File: src/rtl/mem_copy_engine.sv
// Word-by-word memory copy engine: reads src+i, then writes dst+i, for len words, against a single synchronous memory port.
// Optional COPY_FILL_EN macro adds a fill mode that writes a constant to dst+i at one word per cycle.
module mem_copy_engine #(
  parameter int unsigned ADDRWIDTH = 12,
  parameter int unsigned DATAWIDTH = 16
) (
  input  logic                 clk,
  input  logic                 rst_n,
  input  logic                 start,
  input  logic [ADDRWIDTH-1:0] src,
  input  logic [ADDRWIDTH-1:0] dst,
  input  logic [ADDRWIDTH-1:0] len,
  output logic                 busy,
  output logic                 done,
  output logic [ADDRWIDTH-1:0] mem_addr,
  output logic [DATAWIDTH-1:0] mem_d,
  output logic                 mem_load,
  input  logic [DATAWIDTH-1:0] mem_q
`ifdef COPY_FILL_EN
  ,
  input  logic                 fill,
  input  logic [DATAWIDTH-1:0] fill_val
`endif
);

  typedef enum logic [1:0] {IDLE, RD, WR, DONE} state_e;

  state_e               state_q, state_d;
  logic [ADDRWIDTH-1:0] src_q, src_d;
  logic [ADDRWIDTH-1:0] dst_q, dst_d;
  logic [ADDRWIDTH-1:0] len_q, len_d;
  logic [ADDRWIDTH-1:0] i_q, i_d;
  logic [ADDRWIDTH-1:0] i_inc;

`ifdef COPY_FILL_EN
  logic                 fill_q, fill_d;
  logic [DATAWIDTH-1:0] fill_val_q, fill_val_d;
`endif

  // i never exceeds len-1, so i+1 cannot wrap before the compare
  assign i_inc = i_q + ADDRWIDTH'(1);

  // State and captured-request registers
  always_ff @(posedge clk or negedge rst_n) begin
    if (!rst_n) begin
      state_q    <= IDLE;
      src_q      <= '0;
      dst_q      <= '0;
      len_q      <= '0;
      i_q        <= '0;
`ifdef COPY_FILL_EN
      fill_q     <= 1'b0;
      fill_val_q <= '0;
`endif
    end else begin
      state_q    <= state_d;
      src_q      <= src_d;
      dst_q      <= dst_d;
      len_q      <= len_d;
      i_q        <= i_d;
`ifdef COPY_FILL_EN
      fill_q     <= fill_d;
      fill_val_q <= fill_val_d;
`endif
    end
  end

  // Next state, request capture and memory-port decode
  always_comb begin
    state_d    = state_q;
    src_d      = src_q;
    dst_d      = dst_q;
    len_d      = len_q;
    i_d        = i_q;
`ifdef COPY_FILL_EN
    fill_d     = fill_q;
    fill_val_d = fill_val_q;
`endif
    busy     = 1'b0;
    done     = 1'b0;
    mem_addr = '0;
    mem_d    = '0;
    mem_load = 1'b0;

    unique case (state_q)
      IDLE: begin
        if (start) begin
          if (len != '0) begin
            src_d   = src;
            dst_d   = dst;
            len_d   = len;
            i_d     = '0;
            state_d = RD;
`ifdef COPY_FILL_EN
            fill_d     = fill;
            fill_val_d = fill_val;
            if (fill) state_d = WR;
`endif
          end else begin
            state_d = DONE;
          end
        end
      end
      RD: begin
        busy     = 1'b1;
        mem_addr = src_q + i_q;
        state_d  = WR;
      end
      WR: begin
        busy     = 1'b1;
        mem_addr = dst_q + i_q;
        mem_load = 1'b1;
        mem_d    = mem_q;
        i_d      = i_inc;
        state_d  = (i_inc < len_q) ? RD : DONE;
`ifdef COPY_FILL_EN
        if (fill_q) begin
          mem_d = fill_val_q;
          if (i_inc < len_q) state_d = WR;
        end
`endif
      end
      DONE: begin
        done    = 1'b1;
        state_d = IDLE;
      end
      default: state_d = IDLE;
    endcase
  end

endmodule

File: config.mk
export PLATFORM = sky130hd
export DESIGN_NAME = mem_copy_engine
export DESIGN_NICKNAME = d
export VERILOG_FILES = /design/src/rtl/mem_copy_engine.sv
export SDC_FILE = /design/constraint.sdc
export NUM_CORES = 1
export LEC_CHECK = 0
export ABC_AREA = 1
export BUFFER_PORTS_ARGS = -buffer_cell sky130_fd_sc_hd__buf_2
export CAP_MARGIN = 20
export CORE_AREA = 5 5 126 128
export CTS_BUF_LIST = sky130_fd_sc_hd__clkbuf_4 sky130_fd_sc_hd__clkbuf_8
export DETAILED_ROUTE_END_ITERATION = 8
export DIE_AREA = 0 0 131 133
export PLACE_DENSITY = 0.41
export SLEW_MARGIN = 40
export SYNTH_ARGS = -nofsm -noshare
export SYNTH_HDL_FRONTEND = slang
export SYNTH_SLANG_ARGS = --single-unit
File: constraint.sdc
create_clock -name clk -period 3.1 [get_ports clk]
set_input_delay 0.465 -clock clk [delete_from_list [all_inputs] [get_ports clk]]
set_output_delay 0.465 -clock clk [all_outputs]
set_load 0.005 [all_outputs]
==> flow_summary.toml, run 1 <==
[status]
status = "completed"

[placed_design]
place_area_mm2 = 0.004173
dpl.hpwl_um = 7813
io_buffers = 85
dp_cells = 790
gp_congestion = 0.8362
place_ws_ns = 0.2816

[logic_synthesis]
syn_area_mm2 = 0.003566
yosysTopAreaCellShare_pct = 35.09
synth_area_leaders = "dfrtp_1 (35%), nand2_1 (20%), inv_1 (10%), ha_1 (9.5%), nand3_1 (4.5%)"
synth-seq-cells = 50
synth_cell_types = 26
ys_seq_area_share_pct = 35.09
netlist_instances = 530
syn_area_per_cell_um2 = 6.728
synth_warnings = 0
synth_largest_area_cell = "dfrtp_1"
syn-num-nets = 613

[layout]
n_antenna_cell = 0
nFillCells = 1668
fin_util_pct = 29.80
layout_commonest_cell = "nand2_1"
seq_area_mm2 = 0.001251
nets = 695
final_area_mm2 = 0.004397
area_growth_pct = 23.30
multi_input_area_mm2 = 0.001922
layout-drive-gt1-share_pct = 20.55
layout_common_cells = "nand2_1 (185), inv_1 (97), buf_2 (85)"
layout.cells.non_filler = 801

[routing]
drc_errors = 0
viasPerCell = 4.191
first_pass_iters = 4
wl_per_cell_um = 12.40
drt_iter0_drc = 172
drt-total-wl_um = 9935
num_vias = 3357
ant_nets = 0

[setup_path]
critPathKind = "reg -> out"
worstPathMaxFanout = 22
critPathArrivalTime_ns = 2.49
r2r-end = "state_q[1]"
startpoint_type = "flop"
rr_worst_depth = 15
endpoint_kind = "primary output"
rr_startpoint = "i_q[0]"
crit_required_ns = 2.63
regToRegSetupSlack_ns = 0.64

[global_route]
track_usage_pct = 11.51
antenna_found_initial = 0
grt_pass1_vias = 3287
overflow = 0
grt_max_degree = 74
grt_pass1_wl_um = 16260

[power_and_ir_drop]
p_sw_share_pct = 46.42
pwr-share-clk_pct = 12.3
p_switching_uw = 1621
power_density_mw_per_mm2 = 794.4
peakVddDrop_uv = 287.1
power.leakage_uw = 0.002642
pwr-share-comb_pct = 56.8
power.share.sequential_pct = 31.0
p_int_uw = 1872

[floorplanning]
die_y_um = 133
chipWidth_um = 131
core_area_mm2 = 0.01475
die_area_mm2 = 0.01742
initial_core_util_pct = 24.17
rows = 45
pin_count = 86

[sta]
finalCriticalPeriod_ns = 2.954
worst_slack_ns = 0.1457
setup_tns_ns = 0
slew_headroom_pct = 50.23
hold_viol_final = 0
setup_viol = 0
max_freq_mhz = 338.5
slew_viol_final = 0
tightest_slew_ns = 0.7465
skew_ns = 0.005591
fin_crit_sh_pct = 95.30

[clock_tree]
cts_hold_buf = 0
tritoncts = "yes"
worst_skew_pair.late_latency_ns = 0.32
cts-root-buf = "clkbuf_8"
clockBufferDepth = 2
htreeDepth = 2
path_clk_slew_ns = 0.11
clkSinkCount = 50
numCtsBuffers = 5

[hold_path]
hold_class = "in -> async"

[flow_run]
cap_viol_max_count = 0
power by group through the flow:
stage	clock (µW)	combinational, µW	sequential (µW)
after CTS	450	1950	1080
after global routing	473	2300	1110
after detailed placement	0	1870	1090
final	429	1980	1080
after floorplan	0	1280	1030
after global placement	0	1850	1090
cells by family after synthesis:
logic type	after synthesis	share of synthesized area, %
xor gates and xnor gates	6	1.684
adders and majority gates	28	10.03
buffers and inverters	118	13.23
DFF	50	35.09
and+or+nand+nor	265	30.98
AOI/OAI and AO/OA	63	8.982
timing repair:
item | CTS | global route
setup buffers | 0 | 2
resized for setup | 3 | 15
cloned | 1 | 0
pin swaps | 0 | 2
setup endpoints to repair | 7 | 9
flip-flops by register name, indices dropped and copies added, names as in the netlist:
register,cells
len_q,12
src_q,12
dst_q,12
i_q,12
state_q,2
worst max path at each step:
stage               startpoint           end  slack [ns]  cells after the start
finish              state_q[0]   mem_addr[5]        0.15                     13
global route        state_q[0]  mem_addr[11]       -0.02                     14
CTS                 state_q[0]   mem_addr[8]       0.008                     14
detailed placement  state_q[0]  mem_addr[11]        0.28                     14
global placement    state_q[0]   mem_addr[8]        0.32                     14
floorplan           state_q[0]   mem_addr[8]        0.35                     14
synthesized netlist by cell type (all sizes together):
cell    count
nand2     188
inv       102
dfrtp      50
o21ai      42
nand3      33
nor2       33
ha         27
a21oi      19
buf        10
clkbuf      6
nand4       6
xor2        5
nand3b      3
nor3        2
o21bai      2
fa          1
xnor2       1
layout make-up:
class | instances | share of cell area (%)
Sequential cell | 50 | 28.46
Timing Repair Buffer | 91 | 11.55
Clock buffer | 5 | 1.565
Clock inverter | 3 | 0.6545
Inverter | 102 | 8.708
Tap cell | 188 | 5.350
Multi-Input combinational cell | 362 | 43.71
per-stage QoR:
stage,hold slack (ns),power (µW)
detailed placement,0.4161,2967
floorplan,0.1694,2304
CTS,0.06323,3476
finish,0.05374,3493
global route,0.07164,3887
global placement,0.4154,2943
worst max-delay path: stages, from the launching register on:
cell,delay [ns]
dfrtp_1,0.42
inv_2,0.10
ha_4,0.18
buf_12,0.16
nand2_1,0.08
nand2_1,0.08
ha_2,0.31
a21oi_2,0.20
o21bai_1,0.10
a21oi_1,0.24
nand2_1,0.08
nand2_1,0.06
nor2_1,0.04
buf_2,0.12
metal layers:
metal	up-vias	GRT usage (%)	wire length [µm]
li1	1799	-	-
met1	1491	15.71	4807
met2	55	18.85	4687
met3	12	1.776	277
met4	0	2.971	162
met5	-	0	0
(Power assumes the default switching activity.)
==> inputs of run 2 (changes only) <==
- CORE_AREA: 5 5 126 128 -> 5 5 132 122
- CTS_CLUSTER_DIAMETER: unset -> 100
- DIE_AREA: 0 0 131 133 -> 0 0 137 127
==> flow_summary.toml, run 2 (synthesized netlist as in run 1, its figures left out) <==
[floorplanning]
rows = 42
chipWidth_um = 137
die_y_um = 127
initial_core_util_pct = 24.68
die_area_mm2 = 0.01740
core_area_mm2 = 0.01445
pin_count = 86

[placed_design]
place_area_mm2 = 0.004185
gp_congestion = 0.8528
dpl.hpwl_um = 7949
dp_cells = 800
io_buffers = 85

[setup_path]
path_cells = "inv_2, ha_4, inv_2, nand2_1, nand2_1, ha_1, fa_2, nand3_1, nand2_1, nand2_1, nand3_1, nand2_1, nor2_1, buf_2"
startpoint = "state_q[0]"
rr_worst_depth = 15
crit_required_ns = 2.63
rr_startpoint = "i_q[1]"
r2r-end = "state_q[1]"
critPathKind = "reg -> out"
critPathArrivalTime_ns = 2.45
critPathTopFamily = "adder cells"
startpoint_type = "flop"
worstPathMaxFanout = 12
cp_slowest_cell = "dfrtp_1"
cp_common_cell = "nand2_1"
path_buf_inv = 3
cp_slowest_stage_delay_ns = 0.41
endpoint_kind = "primary output"
regToRegSetupSlack_ns = 0.68

[sta]
hold_viol_final = 0
slew_viol_final = 0
setup_viol = 0
fin_crit_sh_pct = 93.90
tightest_slew_ns = 0.7584
max_freq_mhz = 343.5
skew_ns = 0.01891
finalCriticalPeriod_ns = 2.911
hold_ws_ns = 0.1606
slew_headroom_pct = 49.44

[layout]
layout_commonest_cell = "nand2_1"
nets = 694
area_growth_pct = 23.61
layout.cells.non_filler = 810
layout-drive-gt1-share_pct = 20.75
n_antenna_cell = 0
final_area_mm2 = 0.004408
layout_common_cells = "nand2_1 (185), inv_1 (97), buf_2 (85)"

[global_route]
grt_max_degree = 74
antenna_found_initial = 0
track_usage_pct = 11.94
grt_pass1_wl_um = 16980
grt_pass1_vias = 3455
overflow = 0

[routing]
drt-total-wl_um = 10110
viasPerCell = 4.130
wl_per_cell_um = 12.49
num_vias = 3345
ant_nets = 0
drt_iter0_drc = 173
first_pass_iters = 4
drc_errors = 0

[clock_tree]
clkSinkCount = 50
path_clk_slew_ns = 0.12
cts-root-buf = "clkbuf_8"
cts_hold_buf = 0
htreeDepth = 2
tritoncts = "yes"
clockBufferDepth = 2
numCtsBuffers = 5
worst_skew_pair.late_latency_ns = 0.32

[hold_path]
hold_class = "in -> async"

[status]
status = "completed"

[power_and_ir_drop]
peakVddDrop_uv = 249.2
power_density_mw_per_mm2 = 787.1
p_total_uw = 3469
power.leakage_uw = 0.002638

[flow_run]
cap_viol_max_count = 0
[run 2: changes by cell type in the layout (fill, tap and decap cells not counted), sizes merged]
cell and change:
inv -1, buf -1, clkinv +1
[run 2: per-layer routing]
layer  global-route usage [%]  up-vias  part of all wire [%]
li1                         -     1788                     -
met1                    16.76     1517                    50
met2                    19.82       35                    47
met3                    1.336        5                   2.3
met4                    2.641        0                  0.91
met5                        0        -                     0
[run 2: repair_timing]
item                                   in CTS  in global routing
buffers inserted                            0                  1
endpoints found under the hold margin       0                  0
gates cloned                                1                  0
setup endpoints to repair                   7                  9
gates resized for setup                     4                 16
[run 2: cell type report]
type | count | area, µm²
Clock buffer | 5 | 68.82
Clock inverter | 3 | 28.78
Fill cell | 1611 | 10040
Inverter | 102 | 382.9
Multi-Input combinational cell | 362 | 1928
Sequential cell | 50 | 1251
Tap cell | 198 | 247.7
Timing Repair Buffer | 90 | 500.5
[run 2: how the worst max path moves through the flow]
| stage | cells past startpoint | slack, ns | to |
|---|---|---|---|
| 6_report | 14 | 0.19 | mem_addr[8] |
| 2_1_floorplan | 14 | 0.35 | mem_addr[8] |
| 5_1_grt | 13 | -0.002 | mem_addr[10] |
| 3_3_place_gp | 14 | 0.30 | mem_addr[8] |
| 3_5_place_dp | 14 | 0.26 | mem_addr[8] |
| 4_1_cts | 14 | 0.03 | mem_addr[10] |
[run 2: stage by stage]
stage	setup TNS [ns]	worst slack [ns]	util (%)
after floorplan	0	0.3526	-
after global placement	0	0.3033	28.96
after detailed placement	0	0.2633	28.96
after CTS	0	0.02987	29.92
after global routing	-0.002409	-0.002409	30.50
final	0	0.1890	30.50
[run 2: where the power goes]
group / internal [µW] / switching [µW] / total (µW)
Sequential: 902 / 174 / 1080
Clock: 168 / 256 / 424
Combinational: 776 / 1190 / 1970
Total: 1850 / 1620 / 3470
[run 2: worst register-to-register path, cell delays in order, from the launching register on]
cell,delay [ns]
dfrtp_1,0.48
ha_1,0.26
nand4_1,0.14
nor2_1,0.24
nand3_1,0.10
nand2_1,0.08
inv_1,0.06
ha_1,0.27
nand2_1,0.06
nor2_1,0.15
inv_1,0.06
nor2_1,0.11
nand2_1,0.06
nand2_1,0.09
nand2_1,0.05
a21oi_1,0.14
==> inputs of run 3 (changes only) <==
- CORE_AREA: 5 5 132 122 -> 5 5 106 98
- DIE_AREA: 0 0 137 127 -> 0 0 111 103
- MAX_ROUTING_LAYER: unset -> met4
- PLACE_DENSITY: 0.41 -> 0.6
==> flow_summary.toml, run 3 (synthesized netlist as in run 1, its figures left out) <==
[sta]
fin_crit_sh_pct = 93.42
hold_viol_final = 0
rsz0062_at_grt = "yes"
tightest_slew_ns = 0.7186
slew_headroom_pct = 52.09
finalCriticalPeriod_ns = 2.896
setup_viol = 0
max_freq_mhz = 345.3
setup_tns_ns = 0
slew_viol_final = 0
skew_ns = 0.01156

[clock_tree]
cts_setup_buffers = 0
tritoncts = "yes"
path_clk_slew_ns = 0.10
worst_skew_pair.late_latency_ns = 0.31
clkSinkCount = 50
clockBufferDepth = 2
cts_hold_buf = 0
numCtsBuffers = 5
cts-root-buf = "clkbuf_8"
htreeDepth = 2

[placed_design]
dpl.hpwl_um = 6848
place_area_mm2 = 0.004088
io_buffers = 85
gp_congestion = 0.8690

[layout]
nets = 692
final_area_mm2 = 0.004243
fin_util_pct = 45.54
area_growth_pct = 18.98
n_antenna_cell = 0
layout_commonest_cell = "nand2_1"
layout_common_cells = "nand2_1 (186), inv_1 (97), buf_2 (85)"
layout-drive-gt1-share_pct = 18.69

[routing]
first_pass_iters = 4
drt-total-wl_um = 8691
wl_per_cell_um = 11.81
ant_nets = 0
drc_errors = 0
viasPerCell = 4.530
num_vias = 3334
drt_iter0_drc = 121

[setup_path]
cp_common_cell = "nand2_1"
cp_slowest_stage_delay_ns = 0.42
crit_required_ns = 2.63
worstPathMaxFanout = 12
cp_slowest_cell = "dfrtp_1"
path_buf_inv = 3
critPathTopFamily = "adder cells"
path_cells = "inv_2, ha_4, inv_2, nand2_1, nand2_1, ha_2, fa_2, nand3_1, nand2_1, nand2_1, nand3_1, nand2_1, nor2_1, buf_2"
critPathKind = "reg -> out"
endpoint_kind = "primary output"
critPathArrivalTime_ns = 2.43
startpoint_type = "flop"

[flow_run]
cap_viol_max_count = 0

[power_and_ir_drop]
power.leakage_uw = 0.002638
power_density_mw_per_mm2 = 786.8
peakVddDrop_uv = 383.1

[floorplanning]
initial_core_util_pct = 38.28
core_area_mm2 = 0.009316
pin_count = 86
die_y_um = 103
die_area_mm2 = 0.01143
chipWidth_um = 111
rows = 34

[global_route]
overflow = 0
grt_max_degree = 74
track_usage_pct = 15.56
grt_pass1_vias = 3002
grt_pass1_wl_um = 14240
antenna_found_initial = 0

[hold_path]
hold_class = "in -> async"

[status]
status = "completed"
## run 3: cell types whose count changed in the layout (fill, tap and decap cells not counted), sizes merged
cell / previous run / this run
inv: 103 / 104
buf: 89 / 87
clkinv: 2 / 1
## run 3: final timing paths
check | startpoint | slack, ns | to | cells after the start
worst max-delay path | state_q[0] | 0.20 | mem_addr[8] | 14
worst min-delay path | rst_n | 0.14 | len_q[1] | 1
worst max register to register | i_q[1] | 0.73 | state_q[1] | 15
worst min register to register | len_q[6] | 0.50 | len_q[6] | 2
max in group asynchronous | rst_n | 2.21 | src_q[0] | 2
min in group clk | src[2] | 0.37 | src_q[2] | 3
## run 3: power breakdown
part | total (µW) | switching (µW) | internal [µW] | leakage, µW
Combinational | 1850 | 1120 | 731 | 0.00195
Clock | 412 | 243 | 169 | 0.0000506
Sequential | 1070 | 172 | 902 | 0.000639
Total | 3340 | 1540 | 1800 | 0.00264
## run 3: repair_timing
action / in CTS / in global routing
gates resized for setup: 3 / 6
endpoints found under the setup margin: 6 / 9
cloned: 1 / 0
pin swaps: 0 / 1
## run 3: per-layer routing
layer / GRT usage (%) / vias to the layer above / part of all wire (%)
met5: - / - / 0
met4: 3.977 / 0 / 1.5
met3: 1.526 / 9 / 3.6
met2: 25.05 / 59 / 46
met1: 21.29 / 1478 / 49
li1: - / 1788 / -
## run 3: layout make-up
class / count / area, µm²
sequential: 50 / 1251
clock buffer: 5 / 68.82
clock inverter: 3 / 28.78
inverter: 102 / 382.9
tap: 126 / 157.7
multi-input combinational: 362 / 1868
fill: 981 / 5074
timing repair buffer: 88 / 485.5
## run 3: worst register-to-register path, stage by stage (launching register included)
cell     delay, ns
dfrtp_1       0.49
ha_1          0.27
nand4_1       0.14
nor2_1        0.24
nand3_1       0.10
nand2_1       0.08
inv_1         0.07
ha_1          0.27
nand2_1       0.06
nor2_1        0.15
inv_1         0.06
nor2_1        0.10
nand2_1       0.06
nand2_1       0.08
nand2_1       0.05
a21oi_1       0.12
## run 3: metrics by stage
stage               hold WS [ns]  total power [µW]  worst slack [ns]  instances
floorplan                 0.1694              2304            0.3526        530
global placement          0.4718              2863            0.3354        727
detailed placement        0.4792              2879            0.2482        727
CTS                       0.1632              3364           0.06768        736
global route              0.1898              3699          -0.02037        736
finish                    0.1446              3338            0.2039        736
